<file path="src/rtl/fetch_unit_pkg.sv">
// Shared definitions for the instruction fetch stage.
//   fetch_state_e  : fetch FSM states
//   ResetPcDefault : default PC loaded on reset
//   NopInst        : instruction substituted for a faulted fetch (addi x0, x0, 0)
package fetch_unit_pkg;

  typedef enum logic [2:0] {
    StIdle,
    StReq,
    StWait,
    StOut,
    StHalt
  } fetch_state_e;

  localparam logic [31:0] ResetPcDefault = 32'h8000_0000;
  localparam logic [31:0] NopInst        = 32'h0000_0013;

endpackage

</file>
<file path="src/rtl/fetch_unit_if.sv">
// Bundle of the fetch stage's handshake channels.
//   imem_req_*   : request channel to instruction memory (valid/ready)
//   imem_resp_*  : response channel from instruction memory (valid only)
//   out_*        : fetched instruction towards decode (valid/ready)
//   redirect_*   : PC replacement from execute
// Modport master is the fetch unit; slave is its environment (memory, decode, execute).
interface fetch_unit_if #(
  parameter int unsigned XLEN = 32
);
  logic            imem_req_valid;
  logic            imem_req_ready;
  logic [XLEN-1:0] imem_req_addr;
  logic            imem_resp_valid;
  logic [XLEN-1:0] imem_resp_data;
  logic            imem_resp_err;
  logic            out_valid;
  logic            out_ready;
  logic [XLEN-1:0] out_inst;
  logic [XLEN-1:0] out_pc;
  logic            out_fault;
  logic            redirect_valid;
  logic [XLEN-1:0] redirect_pc;

  modport master (
    output imem_req_valid, imem_req_addr,
    input  imem_req_ready,
    input  imem_resp_valid, imem_resp_data, imem_resp_err,
    output out_valid, out_inst, out_pc, out_fault,
    input  out_ready,
    input  redirect_valid, redirect_pc
  );

  modport slave (
    input  imem_req_valid, imem_req_addr,
    output imem_req_ready,
    output imem_resp_valid, imem_resp_data, imem_resp_err,
    input  out_valid, out_inst, out_pc, out_fault,
    output out_ready,
    output redirect_valid, redirect_pc
  );
endinterface

</file>
<file path="src/rtl/fetch_unit.sv">
// Instruction fetch stage: holds the PC, issues one instruction-memory request at a time,
// and hands each fetched word with its PC to decode. Redirects from execute replace the PC
// at any time; a response belonging to a request issued before the redirect is discarded.
// A faulted fetch is delivered as a NOP with out_fault set, after which fetching halts
// until the next redirect.
//   clk : clock, rising edge
//   rst : asynchronous active-high reset
//   bus : fetch_unit_if master (memory request/response, decode output, redirect)
module fetch_unit
  import fetch_unit_pkg::*;
#(
  parameter int unsigned     XLEN     = 32,
  parameter logic [XLEN-1:0] RESET_PC = XLEN'(ResetPcDefault)
) (
  input  logic         clk,
  input  logic         rst,
  fetch_unit_if.master bus
);

  fetch_state_e    state_q, state_d;
  logic [XLEN-1:0] pc_q, pc_d;
  logic            drop_q, drop_d;  // an issued request's response must be thrown away
  logic [XLEN-1:0] out_inst_q, out_inst_d;
  logic [XLEN-1:0] out_pc_q, out_pc_d;
  logic            out_fault_q, out_fault_d;

  logic [XLEN-1:0] redir_pc;
  logic            req_fire;
  logic            out_fire;

  assign redir_pc = bus.redirect_pc & ~XLEN'(3);
  assign req_fire = bus.imem_req_valid && bus.imem_req_ready;
  assign out_fire = bus.out_valid && bus.out_ready;

  assign bus.imem_req_valid = (state_q == StReq);
  assign bus.imem_req_addr  = pc_q;
  assign bus.out_valid      = (state_q == StOut);
  assign bus.out_inst       = out_inst_q;
  assign bus.out_pc         = out_pc_q;
  assign bus.out_fault      = out_fault_q;

  always_comb begin
    state_d     = state_q;
    pc_d        = pc_q;
    drop_d      = drop_q;
    out_inst_d  = out_inst_q;
    out_pc_d    = out_pc_q;
    out_fault_d = out_fault_q;
    unique case (state_q)
      StIdle: begin
        if (bus.redirect_valid) pc_d = redir_pc;
        state_d = StReq;
      end
      StReq: begin
        if (bus.redirect_valid) begin
          pc_d = redir_pc;
          // Old-PC request accepted this cycle: its response is stale
          if (req_fire) begin
            drop_d  = 1'b1;
            state_d = StWait;
          end
        end else if (req_fire) begin
          state_d = StWait;
        end
      end
      StWait: begin
        if (bus.imem_resp_valid && bus.redirect_valid) begin
          // Outstanding response consumed here, so nothing is left to drop
          pc_d    = redir_pc;
          drop_d  = 1'b0;
          state_d = StReq;
        end else if (bus.imem_resp_valid) begin
          if (drop_q) begin
            drop_d  = 1'b0;
            state_d = StReq;
          end else begin
            out_inst_d  = bus.imem_resp_err ? XLEN'(NopInst) : bus.imem_resp_data;
            out_pc_d    = pc_q;
            out_fault_d = bus.imem_resp_err;
            state_d     = StOut;
          end
        end else if (bus.redirect_valid) begin
          pc_d   = redir_pc;
          drop_d = 1'b1;
        end
      end
      StOut: begin
        // Redirect squashes the presented instruction even if decode takes it
        if (bus.redirect_valid) begin
          pc_d    = redir_pc;
          state_d = StReq;
        end else if (out_fire) begin
          if (out_fault_q) begin
            state_d = StHalt;
          end else begin
            pc_d    = pc_q + XLEN'(4);
            state_d = StReq;
          end
        end
      end
      StHalt: begin
        if (bus.redirect_valid) begin
          pc_d    = redir_pc;
          state_d = StReq;
        end
      end
      default: state_d = StIdle;
    endcase
  end

  always_ff @(posedge clk or posedge rst) begin
    if (rst) begin
      state_q     <= StIdle;
      pc_q        <= RESET_PC;
      drop_q      <= 1'b0;
      out_inst_q  <= '0;
      out_pc_q    <= '0;
      out_fault_q <= 1'b0;
    end else begin
      state_q     <= state_d;
      pc_q        <= pc_d;
      drop_q      <= drop_d;
      out_inst_q  <= out_inst_d;
      out_pc_q    <= out_pc_d;
      out_fault_q <= out_fault_d;
    end
  end

endmodule

</file>
<file path="src/flat_wrapper.sv">
// flat-port wrapper written by rule: the top's interface ports become plain ports
module fetch_unit_flat import fetch_unit_pkg::*;
#(
  parameter int unsigned     XLEN     = 32,
  parameter logic [XLEN-1:0] RESET_PC = XLEN'(ResetPcDefault)
)
  (clk, rst, bus_imem_req_valid, bus_imem_req_addr, bus_imem_req_ready, bus_imem_resp_valid, bus_imem_resp_data, bus_imem_resp_err, bus_out_valid, bus_out_inst, bus_out_pc, bus_out_fault, bus_out_ready, bus_redirect_valid, bus_redirect_pc);
  fetch_unit_if #(.XLEN(XLEN)) bus_i ();
  input  logic clk;
  input  logic rst;
  output wire logic [$bits(bus_i.imem_req_valid)-1:0] bus_imem_req_valid;
  output wire logic [$bits(bus_i.imem_req_addr)-1:0] bus_imem_req_addr;
  input wire logic [$bits(bus_i.imem_req_ready)-1:0] bus_imem_req_ready;
  input wire logic [$bits(bus_i.imem_resp_valid)-1:0] bus_imem_resp_valid;
  input wire logic [$bits(bus_i.imem_resp_data)-1:0] bus_imem_resp_data;
  input wire logic [$bits(bus_i.imem_resp_err)-1:0] bus_imem_resp_err;
  output wire logic [$bits(bus_i.out_valid)-1:0] bus_out_valid;
  output wire logic [$bits(bus_i.out_inst)-1:0] bus_out_inst;
  output wire logic [$bits(bus_i.out_pc)-1:0] bus_out_pc;
  output wire logic [$bits(bus_i.out_fault)-1:0] bus_out_fault;
  input wire logic [$bits(bus_i.out_ready)-1:0] bus_out_ready;
  input wire logic [$bits(bus_i.redirect_valid)-1:0] bus_redirect_valid;
  input wire logic [$bits(bus_i.redirect_pc)-1:0] bus_redirect_pc;
  assign bus_imem_req_valid = bus_i.imem_req_valid;
  assign bus_imem_req_addr = bus_i.imem_req_addr;
  assign bus_i.imem_req_ready = bus_imem_req_ready;
  assign bus_i.imem_resp_valid = bus_imem_resp_valid;
  assign bus_i.imem_resp_data = bus_imem_resp_data;
  assign bus_i.imem_resp_err = bus_imem_resp_err;
  assign bus_out_valid = bus_i.out_valid;
  assign bus_out_inst = bus_i.out_inst;
  assign bus_out_pc = bus_i.out_pc;
  assign bus_out_fault = bus_i.out_fault;
  assign bus_i.out_ready = bus_out_ready;
  assign bus_i.redirect_valid = bus_redirect_valid;
  assign bus_i.redirect_pc = bus_redirect_pc;
  fetch_unit #(.XLEN(XLEN), .RESET_PC(RESET_PC)) u_core (.clk(clk), .rst(rst), .bus(bus_i));
endmodule
</file>
<file path="config.mk">
export PLATFORM = sky130hd
export DESIGN_NAME = fetch_unit_flat
export DESIGN_NICKNAME = d
export VERILOG_FILES = /design/src/rtl/fetch_unit_pkg.sv /design/src/rtl/fetch_unit_if.sv /design/src/rtl/fetch_unit.sv /design/src/flat_wrapper.sv
export SDC_FILE = /design/constraint.sdc
export NUM_CORES = 1
export LEC_CHECK = 0
export BUFFER_PORTS_ARGS = -buffer_cell sky130_fd_sc_hd__buf_2
export CELL_PAD_IN_SITES_DETAIL_PLACEMENT = 0
export CELL_PAD_IN_SITES_GLOBAL_PLACEMENT = 2
export CORE_ASPECT_RATIO = 2
export CORE_MARGIN = 2
export CORE_UTILIZATION = 30
export CTS_CLUSTER_DIAMETER = 150
export DETAILED_ROUTE_END_ITERATION = 7
export PLACE_DENSITY = 0.88
export SYNTH_ARGS = -nofsm -noshare
export SYNTH_HDL_FRONTEND = slang
export SYNTH_SLANG_ARGS = --single-unit
</file>
<file path="constraint.sdc">
create_clock -name clk -period 3.5 [get_ports clk]
set_input_delay 0.175 -clock clk [delete_from_list [all_inputs] [get_ports clk]]
set_output_delay 0.175 -clock clk [all_outputs]
set_load 0.01 [all_outputs]
</file>
# Yosys cells after proc, flatten, opt, wreduce, memory -nomap -nowiden
# Index checks and enable logic that the tools add are counted.
# totals
reg_bits	101
out_inout_bits	99
elab_cells	55
# op_classes
addsub	1
eq_ne	12
mux	23
n_bitwise	2
reduce_logical	11
# op_table
cell	count
$mux 32	7
$pmux 32 s3	1
$add 32x3->32 const B	1
$mux 3	7
$reduce_and 4->1	4
$pmux 3 s5	1
$eq 3x2->1 const B	2
$ne 2x2->1 const B	3
$ne 3x2->1 const B	2
$ne 3x3->1 const B	2
$mux 1	5
$ne 4x3->1 const B	1
$eq 3x1->1 const B	1
$eq 3x3->1 const B	1
$logic_and 1x1->1	3
$logic_not 3->1	1
$reduce_bool 3->1	1
$reduce_or 3->1	1
$mux 2	1
$not 1->1	2
$pmux 1 s2	1
$reduce_bool 2->1	1

# Logic depth before layout (Yosys ltp)
# depth
word_depth	5
mapped_depth	7
mapped_depth_nobuf	6

# Worst setup path before layout
# Ideal clock, no wire load.
# synth_timing
path_kind	register to register
startpoint	reg with a tool-made name
endpoint	reg with a tool-made name
setup_time_ns	0.133
arrival_time_ns	2.037
required_ns	3.367
slack_ns	1.330
path_stages_with_launch	8
path_buffers	1
synth_period_minus_slack_ns	2.170
path_cell_list	dfrtp_1 > ha_1 > nand4_1 > or3_1 > clkbuf_1 > nor4_2 > mux2i_1 > a21oi_1

# Worst setup path in the final report
# layout_timing
startpoint	reg u_core.state_q[1]
endpoint	reg u_core.out_pc_q[22] (netlist: u_core.bus.out_pc[22])
# layout_between
elab_chain_cells	2
# layout_lines
element	line	rtl
start: declaration	fetch_unit.sv:20	fetch_state_e state_q, state_d;
start signal: assignment	fetch_unit.sv:113	state_q <= StIdle;
start signal: assignment	fetch_unit.sv:120	state_q <= state_d;
$eq 3x2->1	fetch_unit.sv:49	unique case (state_q)
$reduce_and 4->1 (no line)	--	
end signal: assignment	fetch_unit.sv:124	out_pc_q <= out_pc_d;
end: declaration	fetch_unit.sv:24	logic [XLEN-1:0] out_pc_q, out_pc_d;
# No other way between the ends.
# A chain may end at the register's enable or synchronous reset.

==> results.cfg <==
[logic_synthesis]
synthFlopType = dfrtp_1
yosysSeqAreaShare = 0.490
synth_warnings = 0
synth_edf_count = 0
async_flop_share = 1.00
ys_ff_latch = 101
yosys-top-cells-area = dfrtp_1 (48%), mux2_2 (6.5%), o21ai_0 (6.2%), nand2_1 (4.3%), nand2b_1 (4.1%)
synth_cell_type_count = 59
syn_area_sq_um = 5160
syn_nets = 632
synth_cells = 560
synth_top_cell_by_area = dfrtp_1
syn_area_per_cell_sq_um = 9.22
synth_top_area_frac = 0.485

[power_and_ir_drop]
cellPowerDensity_nw_per_um2 = 782
p_int_mw = 2.98
clkPwrFrac = 0.203
p_comb_frac = 0.384
switchingPower_mw = 2.12
fin_total_pwr_mw = 5.09
peakVddDrop_mv = 0.247
p_leak_nw = 3.07
seqPwrFrac = 0.413
p_sw_frac = 0.415

[global_route]
grt_max_degree = 102
grt_first_pass_wirelength_mm = 26.8
grt_pass1_vias = 4885
overflow = 0
antenna_found_initial = 0
grt_use_total = 0.185

[timing]
min_period_over_period = 0.728
setup_tns_ns = 0
worstMarginPinSlew_ns = 1.03
finalClockSkew_ns = 0.0109
final_hold_viol_count = 1
max_clock_freq_mhz = 393
fin_crit_ns = 2.55
holdWs_ns = -0.00320
rsz0062_at_grt = false
slew_violations = 0
setup_violations = 0
slew_headroom = 0.311

[place]
hpwlAfterDp_mm = 12.7
dp.cells = 907
gp_congestion = 0.895
port_buffers = 167

[finish]
antenna_cells = 0
finalCoreUtilization = 0.387
nets = 783
syn_to_final_growth_pct = 26.2
drive_gt1_frac = 0.335
fin_cells = 923

[die]
io-pin-count = 170
dieArea_sq_um = 18300
initial_core_util = 0.306
die_x_microns = 96.8
rows = 67
fp.coreArea_sq_um = 16800
dieHeight_microns = 190

[clocking]
holdBufCountCts = 0
clk_latency_ns = 0.35
post_cts_resized = 0
htreeDepth = 3
root_buffer = clkbuf_16
clkTransAtPathRegs_ns = 0.07
cts_tree = yes
clock_path_buffers = 2
cts_buffers = 9
postCtsSetupRepairBufs = 0
clock-sinks = 101

[detailed_routing]
post_drt_wl_per_cell_microns = 18.6
drt-pass1-iter-count = 5
drt_iter0_drc = 265
via_per_inst = 5.39
ant_nets = 0
drt-total-wl_mm = 17.1
drcViolationCount = 0
via_count = 4973

[setup_path]
start_kind = flip-flop
cp.arrival_ns = 2.78
end_kind = flip-flop
r2r_slack_ns = 0.95
cp_data_required_time_ns = 3.73
worstReg2RegStart = u_core.state_q[1]
reg2reg_to = u_core.bus.out_pc[22]
setup.worst_path.class = reg2reg
rr_worst_depth = 4
cp_max_fo = 101

[outcome]
status = complete, but fails checks
violations = negative hold slack

[worst_hold_path]
min_path_type = in2async

[run]
cap_violations = 0
-- power groups by stage --
stage / combinational, mW / clock, mW / sequential, mW
after CTS: 1.98 / 1.07 / 2.10
after detailed placement: 1.97 / 0 / 2.12
final: 1.96 / 1.03 / 2.10
after global placement: 1.94 / 0 / 2.09
after global routing: 2.16 / 1.11 / 2.18
after floorplan: 1.01 / 0 / 2.14
-- worst max-delay path, cell delays in order, from the launching register on --
cell,delay (ns)
dfrtp_1,0.82
nor2b_1,0.27
nand3b_1,0.13
or3_4,0.67
mux2_2,0.44
-- cells by family after synthesis --
kind of cell | after synthesis | synth area share
multiplexers | 34 | 0.0732
adder cells (fa/ha/maj) | 1 | 0.00242
AND/OR/NAND/NOR | 225 | 0.223
buffers and inverters | 50 | 0.0366
AO/OA/AOI/OAI | 149 | 0.175
flip-flops | 101 | 0.490
-- placed cells by master (no fill, tap or decap), types with 9 or more instances in the layout --
| cell | n |
|---|---|
| buf_2 | 167 |
| nand2b_1 | 34 |
| o22ai_1 | 10 |
| nand2_1 | 59 |
| buf_4 | 13 |
| nand3_1 | 15 |
| clkbuf_16 | 9 |
| mux2_2 | 30 |
| o21ai_0 | 64 |
| dfrtp_1 | 100 |
| nor3_1 | 25 |
| nor2_1 | 39 |
| nand4_1 | 10 |
| a21oi_1 | 30 |
-- metrics by stage --
step                hold WS [ns]  setup WS (ns)  instance area [sq um]
floorplan                  0.291          0.680                   5160
global placement           0.404           1.04                   6220
detailed placement         0.407           1.01                   6220
CTS                       0.0272          0.992                   6520
global route              0.0434          0.825                   6520
finish                  -0.00320          0.953                   6520
-- worst max path at each step --
stage                                  from                    endpoint  slack (ns)  depth (start not counted)
after detailed placement          flip-flop                   flip-flop        1.01                          6
after floorplan                         rst  asynchronous set/reset pin        0.68                          1
after global routing      u_core.state_q[1]       u_core.bus.out_pc[30]        0.82                          4
after CTS                         flip-flop                   flip-flop        0.99                          6
after global placement            flip-flop                   flip-flop        1.04                          6
final                     u_core.state_q[1]       u_core.bus.out_pc[22]        0.95                          4
-- per-layer routing --
metal  vias up  wire length [microns]  share of wire  track usage
li1       2318                      -              -            -
met1      2402                   6320           0.37        0.202
met2       203                   9120           0.53        0.333
met3        50                    751          0.044       0.0210
met4         0                    958          0.056        0.119
met5         -                      0              0            0
-- synthesized netlist by cell type, drive strengths merged, types with 5 or more instances --
library cell and instances:
dfrtp 100, inv 10, o21ai 65, nand3 16
o22ai 10, a21oi 30, mux2 30, nor2b 7
nor2 39, nand4 12, or3 6, nor3 25
and3 5, a22oi 5, nand2b 34, nand2 59
nor4 8, clkbuf 36
-- cell type report --
type                       instances  area, sq um
fill                            1713        10300
sequential                       101         2530
multi-input combinational        409         2450
timing repair buffer             180          933
tap                              207          259
clock buffer                       9          225
clock inverter                     7         75.1
inverter                          10         40.0
(Power assumes the default switching activity.)
